==> src/rtl/mod4051_horner_reducer_if.sv <==
// mod4051_horner_reducer_if: chunk-in / residue-out handshake bundle for the Horner reducer
interface mod4051_horner_reducer_if #(
  parameter int CHUNK_W = 6,
  parameter int RES_W   = 12
);
  logic               in_valid;
  logic               in_ready;
  logic [CHUNK_W-1:0] in_chunk;
  logic               in_last;
  logic               out_valid;
  logic               out_ready;
  logic [RES_W-1:0]   out_res;
  logic               len_err;
  modport master (output in_valid, in_chunk, in_last, out_ready,
                  input  in_ready, out_valid, out_res, len_err);
  modport slave  (input  in_valid, in_chunk, in_last, out_ready,
                  output in_ready, out_valid, out_res, len_err);
endinterface

==> src/rtl/mod4051_horner_reducer.sv <==
// mod4051_horner_reducer: streams 6-bit chunks MSB-first and folds acc = (acc*64 + chunk) mod 4051
// Optional chunk-count check enabled by defining MOD4051_HORNER_LENCHK_EN.
module mod4051_horner_reducer #(
  parameter int MOD     = 4051,
  parameter int CHUNK_W = 6,
  parameter int RES_W   = 12
`ifdef MOD4051_HORNER_LENCHK_EN
  ,
  parameter int IN_W    = 300,
  parameter int N_CHUNK = (IN_W + CHUNK_W - 1) / CHUNK_W
`endif
) (
  input logic clk,
  input logic rst,
  mod4051_horner_reducer_if.slave io
);
  localparam int RW1 = RES_W + 1;
  localparam int K   = (1 << RES_W) - MOD;
  typedef enum logic {ACCUM, HOLD} state_t;
  state_t               state_q, state_d;
  logic [RES_W-1:0]     acc_q, acc_d, out_res_q, out_res_d, res;
  logic [RES_W+CHUNK_W-1:0] t;
  logic [CHUNK_W-1:0]   q;
  logic [RES_W:0]       r1, r2, r3;
  logic                 fire, done;
  // t = q*2^12 + low, so t - q*MOD = low + q*(2^12-MOD); that sum is < 2*MOD
  always_comb begin
    t    = {acc_q, io.in_chunk};
    q    = t[RES_W+CHUNK_W-1:RES_W];
    r1   = {1'b0, t[RES_W-1:0]} + RW1'(q) * RW1'(K);
    r2   = (r1 >= RW1'(MOD)) ? r1 - RW1'(MOD) : r1;
    r3   = (r2 >= RW1'(MOD)) ? r2 - RW1'(MOD) : r2;
    res  = RES_W'(r3);
    fire = io.in_valid && (state_q == ACCUM);
    done = fire && io.in_last;
    acc_d     = fire ? (io.in_last ? '0 : res) : acc_q;
    out_res_d = done ? res : out_res_q;
  end
  always_comb begin
    state_d = (state_q == ACCUM) ? (done ? HOLD : ACCUM) : (io.out_ready ? ACCUM : HOLD);
  end
`ifdef MOD4051_HORNER_LENCHK_EN
  logic [5:0] cnt_q, cnt_d, cnt_inc;
  logic       len_err_q, len_err_d;
  always_comb begin
    cnt_inc   = (&cnt_q) ? cnt_q : cnt_q + 6'd1;
    cnt_d     = fire ? (io.in_last ? '0 : cnt_inc) : cnt_q;
    len_err_d = done ? (32'(cnt_inc) != 32'(N_CHUNK)) : len_err_q;
  end
  always_ff @(posedge clk) begin
    if (rst) begin
      cnt_q     <= '0;
      len_err_q <= 1'b0;
    end else begin
      cnt_q     <= cnt_d;
      len_err_q <= len_err_d;
    end
  end
`endif
  always_comb begin
    io.in_ready  = (state_q == ACCUM);
    io.out_valid = (state_q == HOLD);
    io.out_res   = out_res_q;
`ifdef MOD4051_HORNER_LENCHK_EN
    io.len_err   = len_err_q;
`else
    io.len_err   = 1'b0;
`endif
  end
  always_ff @(posedge clk) begin
    if (rst) begin
      state_q   <= ACCUM;
      acc_q     <= '0;
      out_res_q <= '0;
    end else begin
      state_q   <= state_d;
      acc_q     <= acc_d;
      out_res_q <= out_res_d;
    end
  end
endmodule
==> src/flat_wrapper.sv <==
// flat-port wrapper written by rule: the top's interface ports become plain ports
module mod4051_horner_reducer_flat 
#(
  parameter int MOD     = 4051,
  parameter int CHUNK_W = 6,
  parameter int RES_W   = 12

)
  (clk, rst, io_in_valid, io_in_chunk, io_in_last, io_out_ready, io_in_ready, io_out_valid, io_out_res, io_len_err);
  mod4051_horner_reducer_if #(.CHUNK_W(CHUNK_W), .RES_W(RES_W)) io_i ();
  input logic clk;
  input logic rst;
  input wire logic [$bits(io_i.in_valid)-1:0] io_in_valid;
  input wire logic [$bits(io_i.in_chunk)-1:0] io_in_chunk;
  input wire logic [$bits(io_i.in_last)-1:0] io_in_last;
  input wire logic [$bits(io_i.out_ready)-1:0] io_out_ready;
  output wire logic [$bits(io_i.in_ready)-1:0] io_in_ready;
  output wire logic [$bits(io_i.out_valid)-1:0] io_out_valid;
  output wire logic [$bits(io_i.out_res)-1:0] io_out_res;
  output wire logic [$bits(io_i.len_err)-1:0] io_len_err;
  assign io_i.in_valid = io_in_valid;
  assign io_i.in_chunk = io_in_chunk;
  assign io_i.in_last = io_in_last;
  assign io_i.out_ready = io_out_ready;
  assign io_in_ready = io_i.in_ready;
  assign io_out_valid = io_i.out_valid;
  assign io_out_res = io_i.out_res;
  assign io_len_err = io_i.len_err;
  mod4051_horner_reducer #(.MOD(MOD), .CHUNK_W(CHUNK_W), .RES_W(RES_W)) u_core (.clk(clk), .rst(rst), .io(io_i));
endmodule
==> config.mk <==
export PLATFORM = sky130hd
export DESIGN_NAME = mod4051_horner_reducer_flat
export DESIGN_NICKNAME = d
export VERILOG_FILES = /design/src/rtl/mod4051_horner_reducer_if.sv /design/src/rtl/mod4051_horner_reducer.sv /design/src/flat_wrapper.sv
export SDC_FILE = /design/constraint.sdc
export NUM_CORES = 1
export LEC_CHECK = 0
export ABC_AREA = 1
export BUFFER_PORTS_ARGS = -buffer_cell sky130_fd_sc_hd__buf_2
export CORE_MARGIN = 2
export CORE_UTILIZATION = 45
export DETAILED_ROUTE_END_ITERATION = 16
export PLACE_DENSITY = 0.59
export SYNTH_ARGS = -nofsm -noshare
export SYNTH_HDL_FRONTEND = slang
export SYNTH_SLANG_ARGS = --single-unit
==> constraint.sdc <==
create_clock -name clk -period 13.07 [get_ports clk]
set_clock_uncertainty 0.1 [all_clocks]
set_input_delay 0.6535 -clock clk [delete_from_list [all_inputs] [get_ports clk]]
set_output_delay 0.6535 -clock clk [all_outputs]
set_load 0.05 [all_outputs]
# Yosys cells after proc, flatten, opt, wreduce, memory -nomap -nowiden
# Cells that the tools add are included.
[totals] register_bits=25 out_inout_bits=15 wordCells=18
[classes] n_addsub=3 mul=1 order_cmp=2 n_mux=6 n_bitwise=1 reduce_logical=2
[op_table] cell="$ge A13 B12 Y1 const B" n=2
[op_table] cell="$mux W12" n=2
[op_table] cell="$add A12 B12 Y13" n=1
[op_table] cell="$mux W13" n=1
[op_table] cell="$sub A13 B12 Y13 const B" n=1
[op_table] cell="$mul A6 B6 Y12 const B" n=1
[op_table] cell="$sub A12 B12 Y12 const B" n=1
[op_table] cell="$mux W1" n=3
[op_table] cell="$logic_and A1 B1 Y1" n=2
[op_table] cell="$not A1 Y1" n=1

# Logic depth before layout (Yosys ltp)
[depth] depth_word=7 ltp_mapped=37 ltp_nobuf=36

# Worst setup path before layout
# Ideal clock, no wire load.
[synth_timing] kind="register to register" from="register u_core.acc_q[7]" to="register u_core.out_res_q[0] (netlist: u_core.io.out_res[0])" setup_time_ns=0.114 arrival_ns=4.723 required_ns=12.856 slack_ns=8.133 path_stages_with_launch=36 synth_period_minus_slack_ns=4.937 cell_sequence="dfxtp_1 > ha_1 > inv_1 > fa_1 > inv_1 > fa_1 > inv_1 > fa_1 > inv_1 > ha_1 > nand2_1 > inv_1 > a21oi_1 > nand2_1 > nand2_1 > nand2_2 > inv_1 > nand3_1 > nand2_2 > nand2_4 > nand2_4 > buf_6 > nand2_1 > nand2_2 > inv_2 > ha_1 > inv_1 > nor2_1 > nand2_1 > nand2_1 > nand3_4 > nand3_2 > nand2_1 > nand2_1 > o21bai_1 > inv_1"
[synth_between] elab_chain_cells=6 word_cells_on_any_way=8 cone_classes="add/sub: 3; mul: 1; order compare: 2; mux: 2"
[synth_lines] element="start, declared" line_no="mod4051_horner_reducer.sv:21" source="logic [RES_W-1:0] acc_q, acc_d, out_res_q, out_res_d, res;"
[synth_lines] element="start signal, assigned" line_no="mod4051_horner_reducer.sv:73" source="acc_q <= '0;"
[synth_lines] element="start signal, assigned" line_no="mod4051_horner_reducer.sv:77" source="acc_q <= acc_d;"
[synth_lines] element="$mul A6 B6 Y12 (*)" line_no="mod4051_horner_reducer.sv:30" source="r1 = {1'b0, t[RES_W-1:0]} + RW1'(q) * RW1'(K);"
[synth_lines] element="$add A12 B12 Y13 (*)" line_no="mod4051_horner_reducer.sv:30"
[synth_lines] element="$sub A13 B12 Y13 or $ge A13 B12 Y1 (tied branches)" line_no="mod4051_horner_reducer.sv:31" source="r2 = (r1 >= RW1'(MOD)) ? r1 - RW1'(MOD) : r1;"
[synth_lines] element="$mux W13 (*)" line_no="mod4051_horner_reducer.sv:31"
[synth_lines] element="$ge A13 B12 Y1 or $sub A12 B12 Y12 (tied branches)" line_no="mod4051_horner_reducer.sv:32" source="r3 = (r2 >= RW1'(MOD)) ? r2 - RW1'(MOD) : r2;"
[synth_lines] element="$mux W12 (*)" line_no="mod4051_horner_reducer.sv:32"
[synth_lines] element="end signal, assigned" line_no="mod4051_horner_reducer.sv:78" source="out_res_q <= out_res_d;"
[synth_lines] element="end, declared" line_no="mod4051_horner_reducer.sv:21"
# Mark *: on every way between the ends. The rest lies on a longest branch, timed or not.
# A chain may end at the register's enable or synchronous reset.

# Worst setup path after layout
[layout_timing] from="register u_core.acc_q[7]" to="register u_core.out_res_q[9] (netlist: u_core.io.out_res[9])"
[layout_between] elab_chain_cells=6 word_cells_on_any_way=8 cone_classes="add/sub: 3; mul: 1; order compare: 2; mux: 2"
[layout_lines] element="$mul A6 B6 Y12 (*)" line_no="mod4051_horner_reducer.sv:30"
[layout_lines] element="$add A12 B12 Y13 (*)" line_no="mod4051_horner_reducer.sv:30"
[layout_lines] element="$sub A13 B12 Y13 or $ge A13 B12 Y1 (tied branches)" line_no="mod4051_horner_reducer.sv:31"
[layout_lines] element="$mux W13 (*)" line_no="mod4051_horner_reducer.sv:31"
[layout_lines] element="$sub A12 B12 Y12 or $ge A13 B12 Y1 (tied branches)" line_no="mod4051_horner_reducer.sv:32"
[layout_lines] element="$mux W12 (*)" line_no="mod4051_horner_reducer.sv:32"
# Marks and branches as above.

==> metrics.txt <==
via count=~3200; Post-synth EDFFs=0; CP max-delay cell=fa_1; Crit path top cell by count=nand2_1; FF-to-FF path depth=34; Ant. Diodes=0; GRT overflow=0; min Tclk post-route=approximately 5.6 ns; post-CTS setup buffer count=0; H-tree lvl count=1; top-count cell post-synth=nand2_1; run status=completed; switching part of the total=about 44%; WS Path Type=flip-flop to flip-flop; clock root cell=clkbuf_8; TNS Setup=0 ns; antenna-violating nets left=0; total chip power=247.1 µW; final WL=between 8000 and 9000 µm; Multi-input gate area=around 2500 µm²; FF+latch count, synth=25; vias per cell=approximately 5; R2R Setup Slk=around 7.5 ns; top-area cell type share of the netlist area=~17%; Die ar.=8385 µm²; Area contributors post-synth=nand2_1 17%, dfxtp_1 15%, ha_1 12%; RR Startpoint=u_core.acc_q[7]; first-pass GRT wire length=approximately 14000 µm; largest net degree at the start of global routing=21; Total Nets Final=between 600 and 700; Finished Core Util=a little under 50%; clk slew on worst S/H paths=0.08 ns; XOR/XNOR Fraction of Synth Area=about 2.2%; starting DRC count in detailed routing=~190; Worst Path Max Fanout=12; fin. max-slew vios=0; Seq pwr share=~33%; deepest clock path buffer count=2; drt wl/cell=roughly 13 µm; Hold EP=u_core.acc_q[3]; Detailed Routing Iterations Pass 1=4; Synth Cell Area=3451 µm²; Gate power share=approximately half; grt met1 use=between 20 and 30%; worst hold path class=flip-flop to flip-flop; Syn Inst Count=around 540; Layout area overhead=5.584%; post-synthesis adder-cell area fraction=a little under a fifth; Port Buffers=24; compound-cell area share of the yosys netlist=7.179%; setup violators final=0; synthesized area per cell=approximately 6.4 µm²; Max Freq=0.1786 GHz; CORE AREA=about 7300 µm²; met2 usage=between 30% and 40%; largest stage delay on the critical path=between 0.4 and 0.5 ns; Leak=0.002077 µW; DP Wirelength=~7000 µm; CP Data Arrival Time=5.67 ns; GRT Overall Usage=20.65%; switching power=108.6 µW; vias in the first global route=3037; Resized cells post-CTS=0; top post-synthesis cells by count=155 x nand2_1, 95 x inv_1, 54 x nand3_1, 32 x ha_1; PwrDens=~68 nW/µm²; crit path capture type=flip-flop; Die Width=just over 90 µm; Simple-Gate Fraction of Synth Area=between 40% and 50%; hold_sp=u_core.acc_q[3]; worst slew pin tran=0.7307 ns; Slew headroom=51.11%; final hold vios=0; Top FF cell, synth=dfxtp_1; internal power=~140 µW; Die H=between 90 and 100 µm; # DRC=0; FF/Latch Area=about 500 µm²; sequential share of the synthesized area=14.50%; Critical Path RT=approximately 13 ns; GRT busiest layer=met2; Synth Net Count=599; clock sinks=25; Final GP Congestion=between 0.8 and 0.9; Worst R2R End=u_core.io.out_res[9]; IO Count=26; Final Cycle Share=about 43%; part of the power in the clock network=about 18%; main combinational cell family by area after synthesis=simple AND/OR/NAND/NOR gates; # hold bufs at CTS=0; CTS Buf Count=3; clock latency on the worst-skew pair=approximately 0.27 ns; max cap viols=0; hold path depth=2; RSZ-0062 raised after global routing=no; share of layout cells above drive strength 1=15.26%; asr flop ratio synth=0%; Synth warnings=0; Yosys top cell by area=nand2_1; initial antenna violation count=0; FILL cells=slightly below 800; Max VDD drop=53.00 µV; crit start category=flip-flop; Cell Rows=31; Initial Util=about 47%; CTS tree=built; post-synth cell types=38; multiplexer share of the synthesized area=0%; met3 usage=roughly 2.2%
## cell usage in the layout, fill, tap and decap left out, drive strengths merged
cell type,Yosys,layout
nand2,184,184
inv,106,106
nand3,62,62
ha,32,32
nor2,31,31
dfxtp,25,25
buf,8,24
a21oi,19,19
nand4,17,17
fa,13,13
o21ai,11,11
xor2,5,5
a21o,4,4
clkbuf,6,4
nor3,3,3
o21bai,3,3
o21a,3,3
xnor2,3,3
and2,2,2
a31oi,1,1
nand3b,1,1
a21boi,1,1
a41oi,1,1
or2,1,1
conb,1,1
## flip-flops by register name, indices dropped and copies added, names as in the netlist
name and flops:
u_core.acc_q 12, u_core.io.out_res 12, u_core.io.out_valid 1
## critical path: cells and delay by family, from the launching register on
| kind | cells | cell delay, ns |
|---|---|---|
| compound gates | 1 | 0.17 |
| simple gates | 19 | 1.97 |
| flops | 1 | 0.41 |
| fa+ha+maj | 6 | 2.36 |
| buf+inv | 8 | 0.48 |
## logic make-up (layout without fill, tap and decap cells)
| logic type | count (synthesis) | in the layout |
|---|---|---|
| AO/OA/AOI/OAI | 43 | 43 |
| adder cells (fa/ha/maj) | 45 | 45 |
| flip-flops | 25 | 25 |
| AND/OR/NAND/NOR | 301 | 301 |
| XOR/XNOR | 8 | 8 |
| other | 1 | 1 |
| buffers and inverters | 120 | 134 |
## power by group through the flow
stage	logic (µW)	clock network, µW	registers, µW
finish	119	45.2	82.6
global route	134	49.5	83.3
CTS	119	46.7	82.7
detailed placement	119	0	84.5
global placement	119	0	84.5
floorplan	83.8	0	93.7
## metrics by stage
stage / instances / hold slack [ns] / area, µm² / setup slack (ns)
2_1_floorplan: 543 / 0.3387 / 3451 / 8.133
3_3_place_gp: 652 / 0.3594 / 3598 / 7.577
3_5_place_dp: 652 / 0.3601 / 3598 / 7.516
4_1_cts: 656 / 0.3730 / 3643 / 7.500
5_1_grt: 656 / 0.3981 / 3643 / 6.945
6_report: 656 / 0.3716 / 3643 / 7.471
## layer usage
| metal | vias up | share of wire (%) |
|---|---|---|
| met5 | - | 0 |
| met4 | 0 | 1.5 |
| met3 | 8 | 2.1 |
| met2 | 30 | 48 |
| met1 | 1456 | 49 |
| li1 | 1722 | - |
## area by class of cell
type                       instances  area share (%)
inverter                         106           10.92
clock buffer                       4           1.236
tap                               99           3.400
sequential                        25           13.74
multi-input combinational        398           67.41
timing repair buffer              24           3.297
## worst max-delay path by stage
| stage | cells past startpoint | endpoint | slack (ns) | from |
|---|---|---|---|---|
| 2_1_floorplan | 35 | u_core.io.out_res[0] | 8.13 | u_core.acc_q[7] |
| 3_3_place_gp | 34 | u_core.io.out_res[9] | 7.58 | u_core.acc_q[7] |
| 3_5_place_dp | 34 | u_core.io.out_res[9] | 7.52 | u_core.acc_q[7] |
| 4_1_cts | 34 | u_core.io.out_res[8] | 7.50 | u_core.acc_q[7] |
| 5_1_grt | 34 | u_core.io.out_res[8] | 6.94 | u_core.acc_q[7] |
| 6_report | 34 | u_core.io.out_res[9] | 7.47 | u_core.acc_q[7] |
No activity file was read; power rests on OpenSTA's default activity.
